===== config.mk =====
export PLATFORM = sky130hd
export DESIGN_NAME = servo_pwm_ramp
export DESIGN_NICKNAME = d
export VERILOG_FILES = /design/src/rtl/servo_pwm_ramp.sv
export SDC_FILE = /design/constraint.sdc
export NUM_CORES = 1
export LEC_CHECK = 0
export CORE_MARGIN = 1
export CORE_UTILIZATION = 35
export DETAILED_ROUTE_END_ITERATION = 7
export GPL_TIMING_DRIVEN = 0
export PLACE_DENSITY_LB_ADDON = 0.15
export SYNTH_ARGS = -nofsm -noshare
export SYNTH_HDL_FRONTEND = slang
export SYNTH_SLANG_ARGS = --single-unit
export TNS_END_PERCENT = 100

===== constraint.sdc =====
create_clock -name CLK -period 6.1 [get_ports CLK]
set_clock_uncertainty 0.2 [all_clocks]
set_input_delay 0.915 -clock CLK [delete_from_list [all_inputs] [get_ports CLK]]
set_output_delay 0.915 -clock CLK [all_outputs]
set_load 0.02 [all_outputs]

===== src/rtl/servo_pwm_ramp.sv =====
// Servo PWM generator with slew limiting.
// Produces a fixed-period pulse train whose high time follows a clamped
// target width, moving toward it by at most STEP_US per frame.
module servo_pwm_ramp #(
    parameter int unsigned CLK_MHZ  = 100,
    parameter int unsigned FRAME_US = 20000,
    parameter int unsigned MIN_US   = 500,
    parameter int unsigned MAX_US   = 2500,
    parameter int unsigned STEP_US  = 10
) (
    input  logic        CLK,
    input  logic        RESET_N,
    input  logic [15:0] pulse_len,
    output logic        CONTROL_PIN,
    output logic [15:0] current_len,
    output logic        frame_start,
    output logic        at_target
);

    localparam int unsigned PW = (CLK_MHZ > 1) ? $clog2(CLK_MHZ) : 1;
    localparam int unsigned CW = (FRAME_US > 1) ? $clog2(FRAME_US) : 1;

    localparam logic [PW-1:0] PRE_LAST  = PW'(CLK_MHZ - 1);
    localparam logic [CW-1:0] US_LAST   = CW'(FRAME_US - 1);
    localparam logic [15:0]   MIN_LEN   = 16'(MIN_US);
    localparam logic [15:0]   MAX_LEN   = 16'(MAX_US);
    localparam logic [15:0]   RST_LEN   = 16'((MIN_US + MAX_US) / 2);
    localparam logic [15:0]   STEP_LEN  = 16'(STEP_US);
    localparam logic [16:0]   STEP_DIFF = 17'(STEP_US);

    logic [PW-1:0] prescaler;
    logic [CW-1:0] us_count;
    logic          us_tick;
    logic          boundary;
    logic [15:0]   tgt;
    logic [16:0]   diff;
    logic [15:0]   next_len;

    assign us_tick  = (prescaler == PRE_LAST);
    assign boundary = us_tick && (us_count == US_LAST);

    // Clamp the requested width into the safe servo range
    always_comb begin
        tgt = pulse_len;
        if (pulse_len < MIN_LEN) begin
            tgt = MIN_LEN;
        end else if (pulse_len > MAX_LEN) begin
            tgt = MAX_LEN;
        end
    end

    // Slew-limited width for the next frame
    always_comb begin
        if (tgt >= current_len) begin
            diff = {1'b0, tgt} - {1'b0, current_len};
        end else begin
            diff = {1'b0, current_len} - {1'b0, tgt};
        end
        next_len = tgt;
        if ((STEP_US != 0) && (diff > STEP_DIFF)) begin
            next_len = (tgt > current_len) ? (current_len + STEP_LEN)
                                           : (current_len - STEP_LEN);
        end
    end

    // Microsecond prescaler and frame position counter
    always_ff @(posedge CLK or negedge RESET_N) begin
        if (!RESET_N) begin
            prescaler <= '0;
            us_count  <= '0;
        end else begin
            prescaler <= us_tick ? '0 : (prescaler + PW'(1));
            if (us_tick) begin
                us_count <= (us_count == US_LAST) ? '0 : (us_count + CW'(1));
            end
        end
    end

    // Applied width and frame-start strobe, updated only at frame boundaries
    always_ff @(posedge CLK or negedge RESET_N) begin
        if (!RESET_N) begin
            current_len <= RST_LEN;
            frame_start <= 1'b0;
        end else begin
            frame_start <= boundary;
            if (boundary) begin
                current_len <= next_len;
            end
        end
    end

    // Registered PWM pin and target-reached flag
    always_ff @(posedge CLK or negedge RESET_N) begin
        if (!RESET_N) begin
            CONTROL_PIN <= 1'b0;
            at_target   <= 1'b0;
        end else begin
            CONTROL_PIN <= (32'(us_count) < 32'(current_len));
            at_target   <= (current_len == tgt);
        end
    end

endmodule


=== Yosys cells after proc, flatten, opt, wreduce, memory -nomap -nowiden ===
Index checks and enable logic that the tools add are counted.

* Flip-flop bits (word level): 41
* Latch bits: 0
* RAM bits: 0
* Bits in read-only memories: 0
* Bits of input ports: 18
* Output and inout bits: 19
* Word-level logic and storage cells: 29
* Memories: 0

* Add/sub/neg operators: 6
* Multiply operators: 0
* Divide/modulo/power cells: 0
* $lt $le $gt $ge: 6
* Equality and inequality tests: 3
* Shift-type cells: 0
* Muxes and demuxes: 7
* Bitwise logic cells: 0
* Reductions and logical operators: 1

{| class="wikitable"
|+ Operators with widths
! operator !! number
|-
| 2-to-1 mux 16 bit || 4
|-
| subtractor 16 x 16 -> 17 bit || 2
|-
| greater-than comparator 17 x 4 -> 1 bit, second input constant || 1
|-
| 2-to-1 mux 17 bit || 1
|-
| adder 16 x 4 -> 16 bit, second input constant || 1
|-
| equality test 16 bit || 1
|-
| greater-or-equal comparator 16 bit || 1
|-
| greater-than comparator 16 x 12 -> 1 bit, second input constant || 1
|-
| greater-than comparator 16 bit || 1
|-
| less-than comparator 15 x 16 -> 1 bit || 1
|-
| less-than comparator 16 x 9 -> 1 bit, second input constant || 1
|-
| subtractor 16 x 4 -> 16 bit, second input constant || 1
|-
| adder 15 x 1 -> 15 bit, second input constant || 1
|-
| equality test 15 bit, second input constant || 1
|-
| 2-to-1 mux 15 bit || 1
|-
| adder 7 x 1 -> 7 bit, second input constant || 1
|-
| equality test 7 bit, second input constant || 1
|-
| 2-to-1 mux 7 bit || 1
|-
| logical AND 1 bit || 1
|}

=== Depth between registers and ports, before layout ===
Gate-level depths: netlist of the first run.

* Depth in word-level cells: 7
* Depth in mapped cells: 27
* Depth with buffers taken out: 26

=== Least setup slack after synthesis of the first run ===
Ideal clock, no wire load.

* Path type: input-to-reg
* Start: in pulse_len[15]
* End: reg current_len[15]
* Library setup time: 0.138 ns
* Arrival time: 5.483 ns
* Required time: 5.762 ns
* Slack: 0.278 ns
* Cell stages on the path: 27
* Path buffers: 1
* Path through: nor4_1 -> nor2b_1 -> inv_1 -> nor4_1 -> nand2b_1 -> nor2_1 -> inv_1 -> ha_1 -> buf_6 -> a21oi_1 -> o21ai_1 -> nand4_1 -> a31o_2 -> o21ai_0 -> nand2_1 -> inv_1 -> fa_1 -> nor2b_1 -> o21ai_0 -> a21oi_1 -> o211ai_1 -> a31oi_1 -> a31oi_1 -> xor2_1 -> nor3_1 -> o21ai_0 -> o221ai_1

* Cells in the longest elaborated chain, start to end: 7
* Elaborated cells between the ends (all ways): 12
* Classes of those cells: 2 x add/sub; 5 x order compare; 5 x mux

{| class="wikitable"
|+ Ends and longest elaborated chain
! item !! RTL line !! text
|-
| start, declared || 13 || <nowiki>input logic [15:0] pulse_len,</nowiki>
|-
| greater-than comparator 16 x 12 -> 1 bit || 47 || <nowiki>end else if (pulse_len > MAX_LEN) begin</nowiki>
|-
| 2-to-1 mux 16 bit || 47 ||
|-
| 2-to-1 mux 16 bit * || 45 || <nowiki>if (pulse_len < MIN_LEN) begin</nowiki>
|-
| subtractor 16 x 16 -> 17 bit, or another cell as far along || 57 || <nowiki>diff = {1'b0, current_len} - {1'b0, tgt};</nowiki>
|-
| 2-to-1 mux 17 bit || 54 || <nowiki>if (tgt >= current_len) begin</nowiki>
|-
| greater-than comparator 17 x 4 -> 1 bit || 60 || <nowiki>if ((STEP_US != 0) && (diff > STEP_DIFF)) begin</nowiki>
|-
| 2-to-1 mux 16 bit * || 60 ||
|-
| end signal, assigned || 87 || <nowiki>current_len <= next_len;</nowiki>
|-
| end, declared || 15 || <nowiki>output logic [15:0] current_len,</nowiki>
|}

Mark *: on every way between the ends. The rest lies on a longest branch, timed or not.
A chain may end at the register's enable or synchronous reset.

=== Final worst setup path of the first run ===
* Start: in pulse_len[3]
* End: reg current_len[15]

The elaborated chain is that of the path after synthesis.

==> metrics.txt, run 1 <==
# TYPE chip_impl_metric gauge
chip_impl_metric{name="drt-wirelength-per-cell",unit="microns"} 18.2
chip_impl_metric{name="via_count",unit=""} 4890
chip_impl_metric{name="finish.instance_area",unit="sq um"} 6280
chip_impl_metric{name="width_of_the_die",unit="microns"} 120
chip_impl_metric{name="final_core_utilization",unit="%"} 46.9
chip_impl_metric{name="via_count_of_the_first_global_routing_pass",unit=""} 4604
chip_impl_metric{name="async_reset_ff_share",unit="%"} 100
chip_impl_metric{name="dieHeight",unit="microns"} 120
chip_impl_metric{name="detail_route.vias_per_cell",unit=""} 5.72
chip_impl_metric{name="worst_reg2reg_setup_slack",unit="ns"} 1.57
chip_impl_metric{name="grt_use_met3",unit="%"} 1.95
chip_impl_metric{name="globalRoute.totalOverflow",unit=""} 0
chip_impl_metric{name="syn_area",unit="sq um"} 4870
chip_impl_metric{name="num_rows",unit=""} 42
chip_impl_metric{name="final-setup-viol-count",unit=""} 0
chip_impl_metric{name="syn_to_final_growth",unit="%"} 28.9
chip_impl_metric{name="yosys_warnings",unit=""} 0
chip_impl_metric{name="maxClockFrequency",unit="MHz"} 169
chip_impl_metric{name="clock_sink_count",unit=""} 41
chip_impl_metric{name="max-cap-violations",unit=""} 0
chip_impl_metric{name="tightestPinTransition",unit="ns"} 0.878
chip_impl_metric{name="grt_util_met2",unit="%"} 35.7
chip_impl_metric{name="place.detailed.hpwl",unit="microns"} 11600
chip_impl_info{name="tritoncts_clock_tree",value="yes"} 1
chip_impl_info{name="cpMaxStageDelayCell",value="or4_4"} 1
chip_impl_metric{name="powerDensity",unit="nW/um^2"} 112
chip_impl_metric{name="post_place_cell_area",unit="sq um"} 5490
chip_impl_metric{name="cts-htree-levels",unit=""} 2
chip_impl_metric{name="postSynthRegisterBits",unit=""} 41
chip_impl_metric{name="drc_errors",unit=""} 0
chip_impl_metric{name="fin_crit_sh",unit="%"} 97.1
chip_impl_metric{name="setup_ws",unit="ns"} 0.175
chip_impl_metric{name="critical_path.max_fanout",unit=""} 10
chip_impl_metric{name="initialDrtViolationCount",unit=""} 412
chip_impl_metric{name="synth_enable_flop_cells",unit=""} 0
chip_impl_info{name="setup.worst_path.class",value="in -> reg"} 1
chip_impl_metric{name="cp_num_buf_inv",unit=""} 5
chip_impl_metric{name="global_route.usage.total",unit="%"} 20.8
chip_impl_info{name="min_path_type",value="reg -> reg"} 1
chip_impl_metric{name="n_antenna_cell",unit=""} 0
chip_impl_info{name="worst_path_most_repeated_cell",value="buf_4"} 1
chip_impl_metric{name="ant_nets",unit=""} 0
chip_impl_metric{name="first_pass_grt_wire_length",unit="microns"} 23700
chip_impl_metric{name="seq_area_frac_synth",unit="%"} 21.2
chip_impl_metric{name="clk_pin_slew",unit="ns"} 0.06
chip_impl_info{name="crit_chain",value="clkdlybuf4s50_1 -> nor3_2 -> a21oi_1 -> o31ai_1 -> and2_4 -> nor2b_2 -> nand2_1 -> inv_1 -> ha_4 -> buf_2 -> and3_1 -> a22o_1 -> o41ai_4 -> buf_4 -> xnor2_1 -> o2111ai_2 -> nor4_4 -> buf_4 -> a21oi_4 -> or4_4 -> nor2_8 -> o221ai_1"} 1
chip_impl_metric{name="number_of_antenna_violations_at_the_first_check_in_global_routing",unit=""} 0
chip_impl_metric{name="detail_route.first_pass.iterations",unit=""} 6
chip_impl_metric{name="clock_latency",unit="ns"} 0.29
chip_impl_metric{name="r2r.worst_path.cells",unit=""} 21
chip_impl_metric{name="cts-buffers-inserted",unit=""} 5
chip_impl_info{name="yosys_most_used_dff",value="dfrtp_1"} 1
chip_impl_info{name="timing.hold.worst_endpoint",value="prescaler[0]$_DFF_PN0_"} 1
chip_impl_metric{name="drt_wl_total",unit="microns"} 15500
chip_impl_info{name="outcome",value="complete, no violations"} 1
chip_impl_metric{name="synth_cell_types",unit=""} 74
chip_impl_metric{name="fp.coreArea",unit="sq um"} 13400
chip_impl_metric{name="place.port_buffers",unit=""} 36
chip_impl_metric{name="final-hold-violation-count",unit=""} 0
chip_impl_metric{name="finalCriticalPeriod",unit="ns"} 5.92
chip_impl_metric{name="place_ws",unit="ns"} -1.74
chip_impl_metric{name="syn_inst",unit=""} 600
chip_impl_info{name="grt-busiest-layer",value="met2"} 1
chip_impl_metric{name="timing.critical_path.arrival",unit="ns"} 5.88
chip_impl_metric{name="initial_utilization",unit="%"} 36.4
chip_impl_metric{name="required",unit="ns"} 6.05
chip_impl_metric{name="holdPathStages",unit=""} 1
chip_impl_metric{name="nets",unit=""} 760
chip_impl_info{name="critical_path.reg2reg.endpoint",value="current_len[14]$_DFFE_PN0P_"} 1
chip_impl_metric{name="slew_headroom",unit="%"} 41.3
chip_impl_metric{name="final_layout_size_suffix_gt1_share",unit="%"} 19.3
chip_impl_metric{name="io_pins",unit=""} 37
chip_impl_info{name="cpLargestDelayFamily",value="simple AND/OR/NAND/NOR gates"} 1
chip_impl_metric{name="power_leakage",unit="nW"} 2.85
chip_impl_info{name="min-delay-start",value="prescaler[0]$_DFF_PN0_"} 1
chip_impl_metric{name="max_stage_delay",unit="ns"} 0.65
chip_impl_metric{name="vdd_ir_drop_max",unit="V"} 0.000185
chip_impl_info{name="critPathCaptureType",value="register"} 1
chip_impl_metric{name="cts-root-to-sink-buffers",unit=""} 2
chip_impl_metric{name="synth_area_per_cell",unit="sq um"} 8.12
chip_impl_metric{name="slew_violations",unit=""} 0
chip_impl_info{name="clock_tree.root_cell",value="clkbuf_16"} 1
chip_impl_metric{name="place.gp.congestion",unit=""} 0.853
chip_impl_info{name="timing.critical_path.from_type",value="primary input"} 1
chip_impl_metric{name="cts.hold.buffers_added",unit=""} 0
chip_impl_metric{name="largest_net_degree_at_the_start_of_global_routing",unit=""} 26
chip_impl_metric{name="die_area",unit="sq um"} 14400
chip_impl_metric{name="met1_usage",unit="%"} 27.4
chip_impl_metric{name="p_total",unit="uW"} 706
chip_impl_info{name="critical_path.reg2reg.startpoint",value="current_len[8]$_DFFE_PN1P_"} 1
==> cells in the final DEF, fill, tap and decap left out, types with 5 or more instances in the layout <==
master	n
a21oi_1	33
o21ai_1	5
nand2_1	45
a221oi_1	6
o21ai_0	19
nand2b_1	14
clkdlybuf4s50_1	31
a21oi_2	6
buf_2	6
clkbuf_16	5
a31oi_1	6
xor2_1	9
ha_1	52
nor4_4	5
o211ai_1	16
nand4_1	19
inv_2	5
buf_4	27
conb_1	8
a21o_1	21
clkbuf_1	8
ha_4	5
xnor2_1	24
o31ai_1	5
nor2_1	43
inv_1	42
nor3_1	15
nand3_1	14
a211oi_1	8
and3_1	9
dfrtp_1	34
dfstp_2	7
==> registers in the layout, summed over array words and instances (netlist names) <==
name / cells
at_target: 1
prescaler: 7
CONTROL_PIN: 1
current_len: 16
frame_start: 1
us_count: 15
==> cell families (layout without fill, tap and decap cells) <==
| group | Yosys count | count (layout) | share of synthesized area (%) |
|---|---|---|---|
| adders and majority gates | 64 | 64 | 16.9 |
| other | 2 | 8 | 0.154 |
| AOI/OAI and AO/OA | 183 | 183 | 26.8 |
| buffers and inverters | 68 | 140 | 5.96 |
| and+or+nand+nor | 203 | 204 | 21.7 |
| muxes | 6 | 6 | 1.28 |
| DFF | 41 | 41 | 21.2 |
| xor gates and xnor gates | 33 | 33 | 5.93 |
==> final cells by class <==
type | count | area [sq um]
clock buffer | 5 | 125
inverter | 48 | 180
timing repair buffer | 65 | 599
fill | 1293 | 7120
clock inverter | 3 | 68.8
buffer | 19 | 119
tap | 176 | 220
sequential | 41 | 1030
multi-input combinational | 498 | 3930
==> what timing repair did <==
| action | CTS | global route |
|---|---|---|
| setup buffers | 8 | 20 |
| resized for setup | 27 | 60 |
| gates cloned | 0 | 1 |
| pin swaps | 11 | 33 |
| endpoints found under the setup margin | 16 | 16 |
==> power by group <==
| group | internal [mW] | switching [mW] | total [mW] |
|---|---|---|---|
| combinational | 0.0309 | 0.0505 | 0.0815 |
| sequential | 0.272 | 0.000000000000203 | 0.272 |
| clock | 0.236 | 0.117 | 0.353 |
==> how the worst max path moves through the flow <==
stage | cells after the start | end | start | slack, ns
floorplan | 27 | current_len[15]$_DFFE_PN0P_ | pulse_len[15] | 0.28
global placement | 27 | current_len[15]$_DFFE_PN0P_ | pulse_len[15] | -1.57
detailed placement | 27 | current_len[15]$_DFFE_PN0P_ | pulse_len[15] | -1.74
CTS | 27 | current_len[15]$_DFFE_PN0P_ | pulse_len[12] | 0.004
global route | 27 | current_len[15]$_DFFE_PN0P_ | pulse_len[3] | -0.05
finish | 22 | current_len[15]$_DFFE_PN0P_ | pulse_len[3] | 0.18
==> layer usage <==
| metal | wire (microns) | up-vias |
|---|---|---|
| met5 | 0 | - |
| met4 | 413 | 0 |
| met3 | 567 | 35 |
| met2 | 7490 | 141 |
| met1 | 7050 | 2354 |
| li1 | - | 2360 |
==> cells in the mapped netlist (all sizes together) (3+ instances only) <==
cell	count	area share, %
a21oi	42	4.4
dfstp	7	3.8
or2	4	0.51
o21bai	4	0.62
nor3	18	2.0
o211ai	16	2.5
clkbuf	8	0.62
or3	3	0.39
a21boi	3	0.46
xor2	9	1.6
ha	61	16
fa	3	1.2
mux2i	4	0.82
nor2b	6	0.77
o22ai	4	0.51
nand4	19	2.4
inv	47	3.6
xnor2	24	4.3
a31oi	8	1.0
a211o	4	0.72
and3	9	1.2
dfrtp	34	17
nor2	49	4.1
nand3	15	1.5
o221ai	5	1.0
buf	12	1.6
a21o	22	3.4
nand2	48	3.7
o21a	3	0.46
nor4	7	1.5
a221oi	6	1.1
o21ai	29	3.1
nand2b	16	2.1
o31ai	5	0.77
o311ai	4	1.0
a211oi	10	1.6
==> stage by stage <==
step | cells | setup TNS (ns) | hold slack (ns)
2_1_floorplan | 606 | 0 | 0.233
6_report | 855 | 0 | 0.263
3_5_place_dp | 819 | -19.24 | 0.259
5_1_grt | 855 | -0.102 | 0.273
4_1_cts | 835 | 0 | 0.268
3_3_place_gp | 818 | -16.79 | 0.258
Power figures use the tool's default switching activity.
==> run 2: changes to the inputs <==
SETUP_SLACK_MARGIN = 0.2   (was not set)
==> run 2 against run 1 <==
  * Count of clock-buffer cells in the layout is the same
  * Maximum frequency grew 3.3%
  * Routed wire length shrank 0.98%
  * Critical path type unchanged
  * Combinational power shrank 1%
  * Clock power is essentially flat
  * Design area grew 1.9%
  * Global-route usage grew 0.55 points
  * Critical endpoint is now current_len[14]$_DFFE_PN0P_
  * Sequential share of layout area shrank 0.31 points
  * Largest cell class unchanged
==> metrics.txt, run 2 (same netlist as run 1, synthesis figures left out) <==
# TYPE chip_impl_metric gauge
chip_impl_info{name="outcome",value="complete, no violations"} 1
chip_impl_info{name="max_flop_register",value="current_len"} 1
chip_impl_metric{name="detail_route.first_pass.iterations",unit=""} 5
chip_impl_metric{name="width_of_the_die",unit="microns"} 120
chip_impl_info{name="critical_path.reg2reg.endpoint",value="current_len[14]$_DFFE_PN0P_"} 1
chip_impl_metric{name="powerDensity",unit="nW/um^2"} 110
chip_impl_metric{name="syn_to_final_growth",unit="%"} 31.4
chip_impl_metric{name="p_total",unit="uW"} 704
chip_impl_metric{name="max-cap-violations",unit=""} 0
chip_impl_metric{name="place.detailed.hpwl",unit="microns"} 11600
chip_impl_metric{name="cp_num_buf_inv",unit=""} 5
chip_impl_metric{name="critical_path.max_fanout",unit=""} 10
chip_impl_metric{name="detail_route.vias_per_cell",unit=""} 5.62
chip_impl_metric{name="place.port_buffers",unit=""} 36
chip_impl_metric{name="power_leakage",unit="nW"} 2.97
chip_impl_metric{name="drt-wirelength-per-cell",unit="microns"} 17.8
chip_impl_metric{name="final_cell_count_no_fill",unit=""} 866
chip_impl_metric{name="clock_sink_count",unit=""} 41
chip_impl_metric{name="final_core_utilization",unit="%"} 47.8
chip_impl_metric{name="drc_errors",unit=""} 0
chip_impl_metric{name="timing.critical_path.arrival",unit="ns"} 5.69
chip_impl_info{name="min_path_type",value="reg -> reg"} 1
chip_impl_metric{name="initialDrtViolationCount",unit=""} 346
chip_impl_info{name="grt-busiest-layer",value="met2"} 1
chip_impl_metric{name="finish.instance_area",unit="sq um"} 6400
chip_impl_metric{name="final_layout_size_suffix_gt1_share",unit="%"} 20.4
chip_impl_info{name="cpMaxStageDelayCell",value="clkdlybuf4s50_1"} 1
chip_impl_info{name="mostFrequentLayoutCells",value="ha_1 (50), nand2_1 (46), nor2_1 (43), inv_1 (41), buf_4 (40)"} 1
chip_impl_metric{name="clk_pin_slew",unit="ns"} 0.06
chip_impl_metric{name="slew_violations",unit=""} 0
chip_impl_metric{name="r2r.worst_path.cells",unit=""} 20
chip_impl_metric{name="worst_reg2reg_setup_slack",unit="ns"} 1.63
chip_impl_metric{name="initial_utilization",unit="%"} 36.4
chip_impl_metric{name="vdd_ir_drop_max",unit="V"} 0.000185
chip_impl_metric{name="required",unit="ns"} 6.06
chip_impl_metric{name="max_stage_delay",unit="ns"} 0.55
chip_impl_metric{name="fin_crit_sh",unit="%"} 94.0
chip_impl_metric{name="met1_usage",unit="%"} 27.8
chip_impl_info{name="setup.worst_path.class",value="in -> reg"} 1
chip_impl_metric{name="cts-htree-levels",unit=""} 2
chip_impl_metric{name="number_of_antenna_violations_at_the_first_check_in_global_routing",unit=""} 0
chip_impl_metric{name="grt_use_met3",unit="%"} 2.19
chip_impl_metric{name="largest_net_degree_at_the_start_of_global_routing",unit=""} 26
chip_impl_info{name="timing.hold.worst_endpoint",value="prescaler[0]$_DFF_PN0_"} 1
chip_impl_metric{name="via_count_of_the_first_global_routing_pass",unit=""} 4758
chip_impl_metric{name="fill_cells",unit=""} 1255
chip_impl_metric{name="globalRoute.totalOverflow",unit=""} 0
chip_impl_metric{name="die_area",unit="sq um"} 14400
chip_impl_metric{name="drt_wl_total",unit="microns"} 15400
chip_impl_metric{name="tightestPinTransition",unit="ns"} 0.877
chip_impl_metric{name="final-setup-viol-count",unit=""} 0
chip_impl_metric{name="num_rows",unit=""} 42
chip_impl_metric{name="n_antenna_cell",unit=""} 0
chip_impl_metric{name="cts-root-to-sink-buffers",unit=""} 2
chip_impl_info{name="reg_top3",value="current_len (16), us_count (15), prescaler (7)"} 1
chip_impl_info{name="clock_tree.root_cell",value="clkbuf_16"} 1
chip_impl_metric{name="numPlacedInstances",unit=""} 819
chip_impl_metric{name="fp.coreArea",unit="sq um"} 13400
chip_impl_metric{name="place.gp.congestion",unit=""} 0.853
chip_impl_info{name="cpLargestDelayFamily",value="compound AO/OA/AOI/OAI gates"} 1
chip_impl_metric{name="maxClockFrequency",unit="MHz"} 174
chip_impl_metric{name="largest_register_ffs",unit=""} 16
chip_impl_metric{name="multiInputGateArea",unit="sq um"} 3940
chip_impl_metric{name="final-hold-violation-count",unit=""} 0
chip_impl_metric{name="nets",unit=""} 771
chip_impl_metric{name="slew_headroom",unit="%"} 41.4
chip_impl_metric{name="clock_latency",unit="ns"} 0.29
chip_impl_info{name="critPathCaptureType",value="register"} 1
chip_impl_metric{name="first_pass_grt_wire_length",unit="microns"} 24300
chip_impl_metric{name="grt_util_met2",unit="%"} 36.4
chip_impl_info{name="timing.critical_path.from_type",value="primary input"} 1
chip_impl_metric{name="ant_nets",unit=""} 0
chip_impl_metric{name="sequential_cell_area",unit="sq um"} 1030
chip_impl_metric{name="finalCriticalPeriod",unit="ns"} 5.73
chip_impl_metric{name="cts.hold.buffers_added",unit=""} 0
chip_impl_info{name="worst_path_most_repeated_cell",value="a21o_1"} 1
chip_impl_info{name="grt_setup_unrepaired",value="false"} 1
chip_impl_metric{name="via_count",unit=""} 4871
chip_impl_metric{name="post_place_cell_area",unit="sq um"} 5490
chip_impl_metric{name="io_pins",unit=""} 37
chip_impl_info{name="min-delay-start",value="prescaler[0]$_DFF_PN0_"} 1
chip_impl_info{name="critical_path.reg2reg.startpoint",value="current_len[1]$_DFFE_PN0P_"} 1
chip_impl_info{name="tritoncts_clock_tree",value="yes"} 1
chip_impl_info{name="mostFrequentLayoutCell",value="ha_1"} 1
chip_impl_metric{name="dieHeight",unit="microns"} 120
chip_impl_metric{name="cts-buffers-inserted",unit=""} 5
chip_impl_metric{name="global_route.usage.total",unit="%"} 21.4
chip_impl_metric{name="holdPathStages",unit=""} 1
==> run 2: cell count changes in the layout (fill, tap and decap cells not counted), moves of 3 or more <==
cell,before,now
ha_4,5,8
clkdlybuf4s50_1,31,22
dlymetal6s2s_1,4,13
buf_4,27,40
==> run 2: timing repair <==
item / 4_1_cts / 5_1_grt
buffers inserted: 28 / 11
gates resized for setup: 43 / 54
hold endpoints to repair: 0 / 0
pin swaps: 19 / 26
endpoints found under the setup margin: 16 / 16
==> run 2: per-layer routing <==
layer | routed length [microns] | share of wire [%]
met1 | 7190 | 47
met2 | 7460 | 48
met3 | 414 | 2.7
met5 | 0 | 0
met4 | 317 | 2.1
==> run 2: per-stage QoR <==
step,worst slack [ns],setup TNS (ns),hold slack [ns]
2_1_floorplan,0.278,0,0.233
3_3_place_gp,-1.57,-16.79,0.258
3_5_place_dp,-1.74,-19.24,0.259
4_1_cts,0.192,0,0.268
5_1_grt,0.157,0,0.273
6_report,0.366,0,0.265
==> run 2: where the power goes <==
| part | switching [mW] | internal, mW |
|---|---|---|
| registers | 0.000000000000200 | 0.272 |
| logic | 0.0499 | 0.0306 |
| clock network | 0.116 | 0.236 |
| total | 0.165 | 0.539 |
==> run 2: final cells by class <==
type | count | area share (%)
Multi-Input combinational cell | 497 | 61.5
Sequential cell | 41 | 16.2
Timing Repair Buffer | 76 | 11.0
Tap cell | 176 | 3.44
Inverter | 48 | 2.82
Buffer | 20 | 2.01
Clock buffer | 5 | 1.96
Clock inverter | 3 | 1.08
==> run 2: how the worst max path moves through the flow <==
stage                     slack (ns)                          end  depth (start not counted)          start
final                           0.37  current_len[14]$_DFFE_PN0P_                         27  pulse_len[11]
after global routing            0.16  current_len[15]$_DFFE_PN0P_                         25  pulse_len[11]
after CTS                       0.19  current_len[15]$_DFFE_PN0P_                         26  pulse_len[12]
after detailed placement       -1.74  current_len[15]$_DFFE_PN0P_                         27  pulse_len[15]
after global placement         -1.57  current_len[15]$_DFFE_PN0P_                         27  pulse_len[15]
after floorplan                 0.28  current_len[15]$_DFFE_PN0P_                         27  pulse_len[15]
